===== src/rtl/axis_packet_generator_pkg.sv =====
// Shared definitions for the AXI4-Stream packet generator.
// Holds the payload pattern selectors, the FSM state type and the LFSR polynomial/seed.
package axis_packet_generator_pkg;

    localparam logic [1:0] C_PAT_BYTE_IDX = 2'd0;
    localparam logic [1:0] C_PAT_BEAT_IDX = 2'd1;
    localparam logic [1:0] C_PAT_SEQ      = 2'd2;
    localparam logic [1:0] C_PAT_LFSR     = 2'd3;

    typedef enum logic [1:0] {
        StIdle,
        StSend,
        StGap
    } gen_state_e;

    // x^32 + x^22 + x^2 + x + 1, Fibonacci form shifting left: taps at bits 31, 21, 1, 0
    localparam logic [31:0] C_LFSR_TAPS = 32'h8020_0003;
    localparam logic [31:0] C_LFSR_SEED = 32'hFFFF_FFFF;

    function automatic logic [31:0] lfsr_next(input logic [31:0] s);
        return {s[30:0], ^(s & C_LFSR_TAPS)};
    endfunction

endpackage


===== src/rtl/axis_pattern_lfsr32.sv =====
// 32-bit pattern LFSR.
// Ports: clk, aresetn (sync, active-low), enable (advance one step), load (take seed,
// wins over enable), seed (value to load), state (current LFSR value).
module axis_pattern_lfsr32
    import axis_packet_generator_pkg::*;
(
    input  logic        clk,
    input  logic        aresetn,
    input  logic        enable,
    input  logic        load,
    input  logic [31:0] seed,
    output logic [31:0] state
);

    logic [31:0] state_q, state_d;

    always_comb begin
        state_d = state_q;
        if (load) begin
            state_d = seed;
        end else if (enable) begin
            state_d = lfsr_next(state_q);
        end
    end

    always_ff @(posedge clk) begin
        if (!aresetn) begin
            state_q <= C_LFSR_SEED;
        end else begin
            state_q <= state_d;
        end
    end

    assign state = state_q;

endmodule


===== src/rtl/axis_packet_generator.sv =====
// Runtime-configurable AXI4-Stream packet source with back-pressure support.
// Ports: axis_clk/axis_aresetn (sync active-low); start/stop control pulses; cfg_* packet
// length (bytes), inter-packet gap (cycles), packet count (0 = endless), pattern mode;
// m_axis_* master stream; busy, cfg_error (rejected start), packets_sent/beats_sent stats.
module axis_packet_generator
    import axis_packet_generator_pkg::*;
#(
    parameter int unsigned G_AXIS_DATA_WIDTH = 1024,
    parameter int unsigned G_LEN_WIDTH       = 16,
    parameter int unsigned G_GAP_WIDTH       = 16,
    parameter int unsigned G_COUNT_WIDTH     = 32
) (
    input  logic                           axis_clk,
    input  logic                           axis_aresetn,
    input  logic                           start,
    input  logic                           stop,
    input  logic [G_LEN_WIDTH-1:0]         cfg_packet_length,
    input  logic [G_GAP_WIDTH-1:0]         cfg_gap_cycles,
    input  logic [G_COUNT_WIDTH-1:0]       cfg_packet_count,
    input  logic [1:0]                     cfg_pattern_mode,
    output logic [G_AXIS_DATA_WIDTH-1:0]   m_axis_tdata,
    output logic [G_AXIS_DATA_WIDTH/8-1:0] m_axis_tkeep,
    output logic                           m_axis_tvalid,
    input  logic                           m_axis_tready,
    output logic                           m_axis_tlast,
    output logic                           m_axis_tuser,
    output logic                           busy,
    output logic                           cfg_error,
    output logic [G_COUNT_WIDTH-1:0]       packets_sent,
    output logic [G_COUNT_WIDTH-1:0]       beats_sent
);

    localparam int unsigned B     = G_AXIS_DATA_WIDTH / 8;
    localparam int unsigned LOG2B = $clog2(B);

    localparam logic [G_LEN_WIDTH-1:0]   LEN_ONE = {{(G_LEN_WIDTH-1){1'b0}}, 1'b1};
    localparam logic [G_GAP_WIDTH-1:0]   GAP_ONE = {{(G_GAP_WIDTH-1){1'b0}}, 1'b1};
    localparam logic [G_COUNT_WIDTH-1:0] CNT_ONE = {{(G_COUNT_WIDTH-1){1'b0}}, 1'b1};

    gen_state_e               state_q, state_d;
    logic [G_LEN_WIDTH-1:0]   last_beat_q, last_beat_d;
    logic [LOG2B-1:0]         rem_q, rem_d;
    logic [G_GAP_WIDTH-1:0]   gap_q, gap_d;
    logic [G_COUNT_WIDTH-1:0] count_q, count_d;
    logic [1:0]               mode_q, mode_d;
    logic [G_LEN_WIDTH-1:0]   beat_q, beat_d;
    logic [G_GAP_WIDTH-1:0]   gap_cnt_q, gap_cnt_d;
    logic                     stop_pend_q, stop_pend_d;
    logic [G_COUNT_WIDTH-1:0] pkts_q, pkts_d;
    logic [G_COUNT_WIDTH-1:0] beats_q, beats_d;
    logic                     cfg_err_q, cfg_err_d;

    logic                     lfsr_load;
    logic [31:0]              lfsr_state;
    logic                     hs;
    logic                     is_last;
    logic                     stop_eff;
    logic [G_COUNT_WIDTH-1:0] pkts_inc;
    logic [G_LEN_WIDTH-1:0]   cfg_full_beats;
    logic                     cfg_has_rem;
    logic [31:0]              seq_word;
    logic [7:0]               byte_val;
    logic                     keep_bit;

    assign m_axis_tvalid  = (state_q == StSend);
    assign hs             = m_axis_tvalid & m_axis_tready;
    assign is_last        = (beat_q == last_beat_q);
    // A stop arriving in the same cycle as the boundary decision is honoured immediately
    assign stop_eff       = stop_pend_q | stop;
    assign pkts_inc       = pkts_q + CNT_ONE;
    assign cfg_full_beats = cfg_packet_length >> LOG2B;
    assign cfg_has_rem    = |cfg_packet_length[LOG2B-1:0];

    always_comb begin
        state_d     = state_q;
        last_beat_d = last_beat_q;
        rem_d       = rem_q;
        gap_d       = gap_q;
        count_d     = count_q;
        mode_d      = mode_q;
        beat_d      = beat_q;
        gap_cnt_d   = gap_cnt_q;
        stop_pend_d = stop_pend_q;
        pkts_d      = pkts_q;
        beats_d     = beats_q;
        cfg_err_d   = 1'b0;
        lfsr_load   = 1'b0;

        unique case (state_q)
            StIdle: begin
                if (start) begin
                    if (cfg_packet_length == '0) begin
                        cfg_err_d = 1'b1;
                    end else begin
                        last_beat_d = cfg_has_rem ? cfg_full_beats : cfg_full_beats - LEN_ONE;
                        rem_d       = cfg_packet_length[LOG2B-1:0];
                        gap_d       = cfg_gap_cycles;
                        count_d     = cfg_packet_count;
                        mode_d      = cfg_pattern_mode;
                        beat_d      = '0;
                        pkts_d      = '0;
                        beats_d     = '0;
                        stop_pend_d = 1'b0;
                        lfsr_load   = 1'b1;
                        state_d     = StSend;
                    end
                end
            end
            StSend: begin
                stop_pend_d = stop_eff;
                if (hs) begin
                    beats_d = beats_q + CNT_ONE;
                    if (is_last) begin
                        beat_d = '0;
                        pkts_d = pkts_inc;
                        if (stop_eff || (count_q != '0 && pkts_inc == count_q)) begin
                            state_d     = StIdle;
                            stop_pend_d = 1'b0;
                        end else if (gap_q != '0) begin
                            state_d   = StGap;
                            gap_cnt_d = gap_q - GAP_ONE;
                        end
                    end else begin
                        beat_d = beat_q + LEN_ONE;
                    end
                end
            end
            StGap: begin
                if (stop_eff) begin
                    state_d     = StIdle;
                    stop_pend_d = 1'b0;
                end else if (gap_cnt_q == '0) begin
                    state_d = StSend;
                end else begin
                    gap_cnt_d = gap_cnt_q - GAP_ONE;
                end
            end
            default: state_d = StIdle;
        endcase
    end

    always_ff @(posedge axis_clk) begin
        if (!axis_aresetn) begin
            state_q     <= StIdle;
            last_beat_q <= '0;
            rem_q       <= '0;
            gap_q       <= '0;
            count_q     <= '0;
            mode_q      <= '0;
            beat_q      <= '0;
            gap_cnt_q   <= '0;
            stop_pend_q <= 1'b0;
            pkts_q      <= '0;
            beats_q     <= '0;
            cfg_err_q   <= 1'b0;
        end else begin
            state_q     <= state_d;
            last_beat_q <= last_beat_d;
            rem_q       <= rem_d;
            gap_q       <= gap_d;
            count_q     <= count_d;
            mode_q      <= mode_d;
            beat_q      <= beat_d;
            gap_cnt_q   <= gap_cnt_d;
            stop_pend_q <= stop_pend_d;
            pkts_q      <= pkts_d;
            beats_q     <= beats_d;
            cfg_err_q   <= cfg_err_d;
        end
    end

    axis_pattern_lfsr32 u_lfsr (
        .clk     (axis_clk),
        .aresetn (axis_aresetn),
        .enable  (hs),
        .load    (lfsr_load),
        .seed    (C_LFSR_SEED),
        .state   (lfsr_state)
    );

    // Packet sequence number laid out big-endian: byte 0 carries the MSB
    assign seq_word = {pkts_q[7:0], pkts_q[15:8], pkts_q[23:16], pkts_q[31:24]};

    // Payload is a pure function of registered state, so it holds while stalled
    always_comb begin
        m_axis_tdata = '0;
        m_axis_tkeep = '0;
        byte_val     = '0;
        keep_bit     = 1'b0;
        if (state_q == StSend) begin
            for (int k = 0; k < int'(B); k++) begin
                keep_bit = !is_last || (rem_q == '0) || (k < int'(rem_q));
                unique case (mode_q)
                    C_PAT_BYTE_IDX: byte_val = 8'(k);
                    C_PAT_BEAT_IDX: byte_val = beat_q[7:0];
                    C_PAT_SEQ:      byte_val = (beat_q == '0 && k < 4) ?
                                               seq_word[8*(k%4) +: 8] : 8'(k);
                    C_PAT_LFSR:     byte_val = lfsr_state[8*(k%4) +: 8];
                    default:        byte_val = '0;
                endcase
                m_axis_tkeep[k] = keep_bit;
                if (keep_bit) begin
                    m_axis_tdata[8*k +: 8] = byte_val;
                end
            end
        end
    end

    assign m_axis_tlast = (state_q == StSend) && is_last;
    assign m_axis_tuser = 1'b0;
    assign busy         = (state_q != StIdle);
    assign cfg_error    = cfg_err_q;
    assign packets_sent = pkts_q;
    assign beats_sent   = beats_q;

endmodule

===== config.mk =====
export PLATFORM = sky130hd
export DESIGN_NAME = axis_packet_generator
export DESIGN_NICKNAME = d
export VERILOG_FILES = /design/src/rtl/axis_packet_generator_pkg.sv /design/src/rtl/axis_pattern_lfsr32.sv /design/src/rtl/axis_packet_generator.sv
export SDC_FILE = /design/constraint.sdc
export NUM_CORES = 1
export LEC_CHECK = 0
export CAP_MARGIN = 20
export CORE_AREA = 2 2 501 503
export CTS_BUF_LIST = sky130_fd_sc_hd__clkbuf_4 sky130_fd_sc_hd__clkbuf_8 sky130_fd_sc_hd__clkbuf_16
export DETAILED_ROUTE_END_ITERATION = 8
export DIE_AREA = 0 0 503 505
export SLEW_MARGIN = 0
export SYNTH_ARGS = -nofsm -noshare
export SYNTH_HDL_FRONTEND = slang
export SYNTH_SLANG_ARGS = --single-unit
export TNS_END_PERCENT = 5

===== constraint.sdc =====
create_clock -name axis_clk -period 4.4 [get_ports axis_clk]
set_input_delay 0.44 -clock axis_clk [delete_from_list [all_inputs] [get_ports axis_clk]]
set_output_delay 0.44 -clock axis_clk [all_outputs]
set_load 0.005 [all_outputs]

# Yosys cells after proc, flatten, opt, wreduce, memory -nomap -nowiden
# Index checks and enable logic that the tools add are counted.
# word_totals
regBits	205
in_bits	71
output_inout_bits	1221
wordCells	625
# classes
add_sub_neg	6
magnitude_cmp	127
eq_ne	18
muxes	302
bitwise_logic	4
n_reduce_logical	155
# op_table
operator	count
one-hot mux 8 bit (3 select lines)	124
two-way mux 8 bit	132
two-way mux 1024 bit	1
less-than comparator 7 bit (first input constant)	63
less-than comparator 6 x 7 -> 1 bit (first input constant)	32
two-way mux 16 bit	11
two-way mux 32 bit	5
logical OR 1 bit	129
two-way mux 128 bit	1
one-hot mux 32 bit (2 select lines)	2
one-hot mux 8 bit (4 select lines)	4
less-than comparator 5 x 7 -> 1 bit (first input constant)	16
adder 32 x 1 -> 32 bit (second input constant)	2
one-hot mux 16 bit (2 select lines)	2
less-than comparator 4 x 7 -> 1 bit (first input constant)	8
zero test 16 bit	3
equality test 32 bit	1
nonzero test 32 bit	1
parity 32 bit	1
subtractor 16 x 1 -> 16 bit (second input constant)	2
less-than comparator 3 x 7 -> 1 bit (first input constant)	4
adder 16 x 1 -> 16 bit (second input constant)	1
equality test 16 bit	1
two-way mux 2 bit	8
29 further kinds	58

# Logic depth before layout (Yosys ltp)
# Gate-level depths: netlist (run 1).
# depth
word_depth	8
mapped_depth	14

# Modules after synthesis
# From an unflattened synthesis (run 1), not the netlist that was laid out.
# unflattened
hier_cells	2985
area_unflattened_um2	17428.0
# by_module_without_submodules
mod	n_inst	cells_per_inst	area_each_um2	seq_area_each_um2
axis_packet_generator	1	2843	15894.0	3343.2
axis_pattern_lfsr32	1	142	1534.0	640.6

# Worst setup path before layout (run 1)
# OpenSTA, ideal clock, no wires.
# synth_timing
path_kind	reg2out
startpoint	reg beat_q[11]
endpoint	out m_axis_tkeep[46]
t_arrival_ns	2.805
t_required_ns	3.960
setup_slack_ns	1.155
stages_incl_launch_ff	13
n_path_buf	1
path_cell_list	dfxtp_1 -> or4_1 -> nor3_2 -> a41oi_2 -> nor2_4 -> o21ai_2 -> o21ai_2 -> inv_2 -> a31oi_2 -> inv_2 -> buf_6 -> a21oi_2 -> inv_1
# synth_via
elab_chain_len	5
# synth_lines
element	line	source
from (decl)	axis_packet_generator.sv:46	logic [G_LEN_WIDTH-1:0] beat_q, beat_d;
from (signal assigned)	axis_packet_generator.sv:163	beat_q <= beat_d;
equality test 16 bit	axis_packet_generator.sv:67	assign is_last = (beat_q == last_beat_q);
zero test 1 bit	axis_packet_generator.sv:192	keep_bit = !is_last || (rem_q == '0) || (k < int'(rem_q));
logical OR 1 bit (2 in series)	axis_packet_generator.sv:192	
two-way mux 128 bit	axis_packet_generator.sv:190	if (state_q == StSend) begin
to (decl)	axis_packet_generator.sv:22	output logic [G_AXIS_DATA_WIDTH/8-1:0] m_axis_tkeep,
# Every way passes these cells.

# Worst setup path after layout (run 1)
# layout_timing
startpoint	reg beat_q[11]
endpoint	out m_axis_tdata[989]
# layout_via
elab_chain_len	6
# layout_lines
element	line	source
equality test 16 bit	axis_packet_generator.sv:67	
zero test 1 bit	axis_packet_generator.sv:192	
logical OR 1 bit (2 in series)	axis_packet_generator.sv:192	
two-way mux 8 bit	axis_packet_generator.sv:202	if (keep_bit) begin
two-way mux 1024 bit	axis_packet_generator.sv:190	
to (decl)	axis_packet_generator.sv:21	output logic [G_AXIS_DATA_WIDTH-1:0] m_axis_tdata,
# Every way passes these cells.

==> run summary, run 1 <==
Critical path startpoint category: flop
Final hold viol count: 0
Routability Congestion: 0.847
Vias post-DR: 27,200
FP Rows: 183
PD cells: 261 nW/µm²
Clk root buf: clkbuf_16
Die Y: 505 µm
Ports: 1,292
Starting density of the core: 0.0685
Die width: 503 µm
Layout Skew: 0.0192 ns
Largest net degree at the start of global routing: 62
Post-Syn Area per Cell: 5.65 µm²
Fin crit share: 0.979
Post-Syn Instances: 3,012
Distinct cells, synth: 84
First-pass GRT wire length: 265,000 µm
Die ar.: 254,000 µm²
Clk sinks: 199
Crit Path Category: flop to output port
Worst rel slew slack: 0.219
Final #Nets: 4,406
I/O Buffers: 1,290
Status: finished, final reports clean
Async SR Flop Fraction: 0
Clk network pwr share: 0.190
Final WL: 216,000 µm
Post-synth EDFFs: 0
Register area: 3990 µm²
Worst-path fanout max: 18
Yosys warns: 0
Area of the multi-input gates: 12,200 µm²
P&R area growth vs syn: 117%
Iteration-0 DRC Markers: 3,003
Mapped Nets: 3,089
DRT Pass-1 Iters: 6
Sequential Power Share: 0.203
P_leak: 13.5 nW
# setup viols final: 0
Worst EP arrival: 3.87 ns
Worst-Margin Slew: 1.17 ns
Period minus WS final: 4.31 ns
Vias in the first global route: 23,900
Hold WS: 0.470 ns
Max-cap viol count: 0
CTS tree: done
Yosys reg bits: 199
Logic pwr share: 0.606
Sw power: 4.57 mW
Placed cell areas: 35,800 µm²
Worst Path Required: 3.96 ns
Finished Core Util: 0.148
Internal: 5.03 mW
Net Sw Frac: 0.476
Crit. End Element: output port
Main synth FF type: dfxtp_1
WL/cell: 28.1 µm
DRT antenna net count: 0
Cts hold-fix bufs: 0
Core Area: 248,000 µm²
Max Freq: 0.232 GHz
DRC Markers: 0
Tot GR Track Use: 0.160
Cell area after synthesis: 17,000 µm²
Fillers: 28,800
Via density: 3.54
GRT overflow: 0
CTS clk-pin slew, worst paths: 0.10 ns
Initial antenna violation count: 53
RSZ-0062 raised after global routing: yes
CTS buffer count: 17
H-tree levels: 4
Register area share after synthesis: 0.234
Placed wire-length estimate: 178,000 µm
Fin. max-slew vios: 0
Worst min path class: input pin to flop
Clk buf depth: 2
Fin area: 36,800 µm²
Maximum VDD drop: 219 µV
Share of cells above drive strength 1: 0.124
Clock Latency Late Sink: 0.50 ns
## path summary, 6_finish.rpt
| check | cells past startpoint | endpoint | slack (ns) | from |
|---|---|---|---|---|
| hold / removal | 3 | count_q[2] | 0.47 | cfg_packet_count[2] |
| hold reg to reg | 2 | gap_q[0] | 0.48 | gap_q[0] |
| setup / recovery | 11 | m_axis_tdata[989] | 0.09 | beat_q[11] |
| setup reg to reg | 10 | packets_sent[12] | 0.23 | state_q[1] |
## logic make-up after synthesis
family          after synthesis  synth area share
simple gates               1880             0.463
compound gates              431             0.151
buf+inv                     382            0.0870
flops                       199             0.234
xor+xnor                     97            0.0499
mux                          16           0.00993
fa+ha+maj                     6           0.00441
other cells                   1          0.000220
## cells in the final DEF (no fill, tap or decap), types with 20 or more instances in the layout
cell / netlist / routed
a21oi_1: 174 / 152
or3_1: 29 / 29
o21ai_1: 52 / 31
nor4_1: 30 / 30
nand3_1: 63 / 63
nand4_1: 33 / 33
inv_1: 138 / 135
dfxtp_1: 199 / 195
clkdlybuf4s50_1: 0 / 1194
nand2_1: 409 / 395
and3_1: 28 / 27
buf_4: 5 / 266
xor2_1: 51 / 51
buf_12: 0 / 49
a21oi_2: 5 / 20
nor2_1: 1142 / 1116
xnor2_1: 46 / 46
o21ai_0: 70 / 69
nor3_1: 43 / 43
and2_1: 23 / 21
## power groups by stage
stage / Sequential [mW] / Combinational (mW) / Clock [mW]
floorplan: 1.96 / 1.56 / 0
global placement: 1.99 / 5.83 / 0
detailed placement: 1.99 / 5.84 / 0
CTS: 1.95 / 5.91 / 1.87
global route: 1.96 / 6.17 / 1.93
finish: 1.95 / 5.82 / 1.83
## layer usage
| layer | vias up | global-route usage | part of all wire |
|---|---|---|---|
| met2 | 1757 | 0.269 | 0.47 |
| met1 | 12900 | 0.183 | 0.37 |
| met3 | 200 | 0.0666 | 0.12 |
| met5 | - | 0 | 0.00031 |
| li1 | 12400 | - | - |
| met4 | 10 | 0.0529 | 0.035 |
## critical path, stage by stage (launching register included)
cell	delay, ns
dfxtp_1	0.36
or4_4	0.58
nor3_4	0.16
a41oi_2	0.11
nor2_4	0.19
o21ai_4	0.09
buf_6	0.18
nand2_2	0.12
inv_6	0.12
a21oi_2	0.80
nor2_1	0.12
clkdlybuf4s50_1	0.49
## registers in the layout, summed over array words and instances, names as in the netlist
register      cells
mode_q            2
stop_pend_q       1
state_q           2
beat_q           16
beats_sent       32
packets_sent     32
u_lfsr.state     32
gap_cnt_q        16
rem_q             7
last_beat_q      10
count_q          32
cfg_error         1
gap_q            16
## final cells by class
type	instances	share of cell area
diodes	12	0.000815
clock buffers	17	0.0115
clock inverters	15	0.00649
inverters	150	0.0157
multi-input cells	2431	0.331
flip-flops and latches	199	0.108
well taps	3330	0.113
repair buffers	1530	0.413
## synth_stat cells (7+ instances only)
| library cell | number | area, µm² |
|---|---|---|
| nand3_1 | 63 | 315 |
| o21ai_2 | 12 | 105 |
| a31oi_1 | 20 | 125 |
| a21oi_1 | 174 | 871 |
| clkbuf_1 | 191 | 717 |
| o21ai_0 | 70 | 350 |
| and2_1 | 23 | 144 |
| a211oi_1 | 14 | 105 |
| or4_1 | 8 | 60.1 |
| nor4_1 | 30 | 188 |
| nand2_1 | 409 | 1540 |
| inv_1 | 138 | 518 |
| mux2_2 | 7 | 78.8 |
| buf_2 | 15 | 75.1 |
| and3_1 | 28 | 175 |
| or3_1 | 29 | 181 |
| nand4_1 | 33 | 206 |
| and4_1 | 8 | 70.1 |
| inv_2 | 11 | 41.3 |
| xor2_1 | 51 | 447 |
| nor2b_1 | 8 | 50.1 |
| mux2i_1 | 9 | 90.1 |
| o31ai_1 | 18 | 135 |
| xnor2_1 | 46 | 403 |
| nor3_1 | 43 | 215 |
| dfxtp_1 | 199 | 3980 |
| or2_2 | 10 | 62.6 |
| o21ai_1 | 52 | 260 |
| buf_1 | 20 | 75.1 |
| nor2_1 | 1142 | 4290 |
| nand2b_1 | 16 | 100 |
## timing repair
action                                  CTS  global route
endpoints found under the setup margin  376           449
resized for setup                        38            20
buffers inserted                          1             4
pin swaps                                 4             5
gates cloned                              0             0
## through the flow
stage	TNS, ns	total power, mW	setup WS, ns	instances
after CTS	-0.108	9.73	-0.0290	7668
final	0	9.60	0.0940	7684
after global placement	0	7.82	0.0817	7631
after global routing	-0.738	10.1	-0.0654	7675
after detailed placement	0	7.84	0.0602	7635
after floorplan	0	3.51	1.15	3012
Note: power is estimated with default switching activity, not from simulation.
==> run 2, diff against run 1 <==
Settings changed: SKIP_LAST_GASP from default to 1.
Clock period 4.4 ns to 5.6 ns, I/O delays scaled along.
==> run 2 against run 1 <==
Net effect: the run now ends with setup timing left; core utilization is 0.40 points lower; count of clock-buffer cells in the layout unchanged; critical path depth grew 2; die area did not move; combinational power fell by 24%; clock power decreased by 25%; sequential power fell by 22%; design area fell by 2.7%; flip-flop and latch count unchanged; cell count fell by 0.95%; non-clock buffer count is 85 lower; hold slack gained 0.012 ns; largest power group unchanged.
==> run summary, run 2 (synthesis gave the netlist of run 1 again) <==
Status: finished, violations left
Failing checks: setup timing
Clk buf depth: 2
# setup viols final: 3
Initial antenna violation count: 55
Die width: 503 µm
Ports: 1,292
P_leak: 12.9 nW
Crit Path Category: flop to output port
CP cell instances: xor2_1, nor4_1, nand4_1, nor2_4, o21ai_4, o21ai_2, buf_4, inv_2, a31oi_2, inv_2, a21oi_2, inv_1, clkdlybuf4s50_1
Placed wire-length estimate: 177,000 µm
Period minus WS final: 5.63 ns
CTS tree: done
CTS buffer count: 17
Tot GR Track Use: 0.160
RSZ-0062 raised after global routing: yes
Starting density of the core: 0.0685
First-pass GRT wire length: 265,000 µm
FP Rows: 183
Vias in the first global route: 23,600
Largest net degree at the start of global routing: 76
CP Buf/Inv Count: 5
Die Y: 505 µm
Most common cell after layout, fill and taps aside: clkdlybuf4s50_1
Clk root buf: clkbuf_16
Slowest cell on crit path: a21oi_2
Fin. max-slew vios: 0
Iteration-0 DRC Markers: 2,947
H-tree levels: 4
CTS clk-pin slew, worst paths: 0.09 ns
Worst-Margin Slew: 1.21 ns
Worst min path class: flop to flop
Vias post-DR: 26,900
Clk sinks: 199
Die ar.: 254,000 µm²
Final WL: 216,000 µm
Routability Congestion: 0.863
Clock Latency Late Sink: 0.48 ns
Critical path startpoint category: flop
P&R area growth vs syn: 111%
Setup TNS: -0.0624 ns
Fin crit share: 1.00
Final #Nets: 4,321
Layout Skew: 0.0261 ns
PD cells: 205 nW/µm²
WL/cell: 28.3 µm
Share of cells above drive strength 1: 0.101
Worst Path Required: 5.04 ns
Maximum VDD drop: 155 µV
I/O Buffers: 1,290
DRT antenna net count: 0
Max-cap viol count: 0
Max Freq: 0.178 GHz
Max incr delay on CP: 0.83 ns
Post-route total power: 7.34 mW
Final hold viol count: 0
Crit. End Element: output port
DRT Pass-1 Iters: 6
Most frequent cells in the layout: clkdlybuf4s50_1 (1,210), nor2_1 (1,119), nand2_1 (397)
DRC Markers: 0
Cts hold-fix bufs: 0
Final setup margin: -0.0266 ns
Core Area: 248,000 µm²
Worst-path fanout max: 16
Via density: 3.54
Crit path max-delay family: compound AO/OA/AOI/OAI gates
Top cell by count, worst path: inv_2
Worst EP arrival: 5.07 ns
GRT overflow: 0
Worst rel slew slack: 0.196
## run 2: changes by cell type in the layout (fill, tap and decap cells not counted), sizes merged
cell           change
buf              -100
diode             +12
clkinv             +1
inv                -3
dlygate4sd2        -1
clkdlybuf4s50     +16
clkinvlp           +2
## run 2: power breakdown
group | switching, mW | total (mW) | internal [mW]
combinational | 2.71 | 4.43 | 1.72
clock | 0.743 | 1.37 | 0.627
sequential | 0.0659 | 1.53 | 1.47
## run 2: per-stage QoR
stage | cells | setup WS, ns | area (µm²) | utilization | hold slack (ns)
global placement | 7548 | 0.273 | 35000 | 0.141 | 0.466
finish | 7611 | -0.0266 | 35900 | 0.144 | 0.482
detailed placement | 7553 | 0.553 | 35100 | 0.141 | 0.473
floorplan | 3012 | 2.23 | 17000 | - | 0.445
global route | 7588 | -0.216 | 35800 | 0.144 | 0.507
CTS | 7585 | 0.0235 | 35700 | 0.144 | 0.484
## run 2: path summary, 6_finish.rpt
| path | from | end | slack (ns) | depth (start not counted) |
|---|---|---|---|---|
| hold / removal | gap_cnt_q[0] | gap_cnt_q[0] | 0.48 | 2 |
| setup reg to reg | packets_sent[9] | gap_cnt_q[10] | 1.16 | 10 |
| setup / recovery | beat_q[2] | m_axis_tkeep[38] | -0.03 | 13 |
| hold reg to reg | gap_cnt_q[0] | gap_cnt_q[0] | 0.48 | 2 |
## run 2: layout make-up
class | count | area, µm²
fill | 28800 | 212000
timing repair buffer | 1445 | 14300
multi-input combinational | 2431 | 12100
tap | 3330 | 4170
sequential | 199 | 3990
inverter | 150 | 564
clock buffer | 17 | 425
clock inverter | 15 | 213
antenna | 24 | 60.1
## run 2: layer usage
metal  track usage  vias up  share of wire
met5             0        -        0.00020
met4        0.0511        8          0.034
met3        0.0631      209           0.12
met2         0.270     1734           0.47
met1         0.185    12800           0.38
li1              -    12200              -
## run 2: what timing repair did
action	4_1_cts	5_1_grt
setup buffers	0	0
endpoints found under the setup margin	0	83
resized for setup	0	1
## run 2: tightest hold or removal path, cell delays in order, from the launching register on
cell     delay [ns]
dfxtp_1        0.33
nand2_1        0.06
a21oi_1        0.05
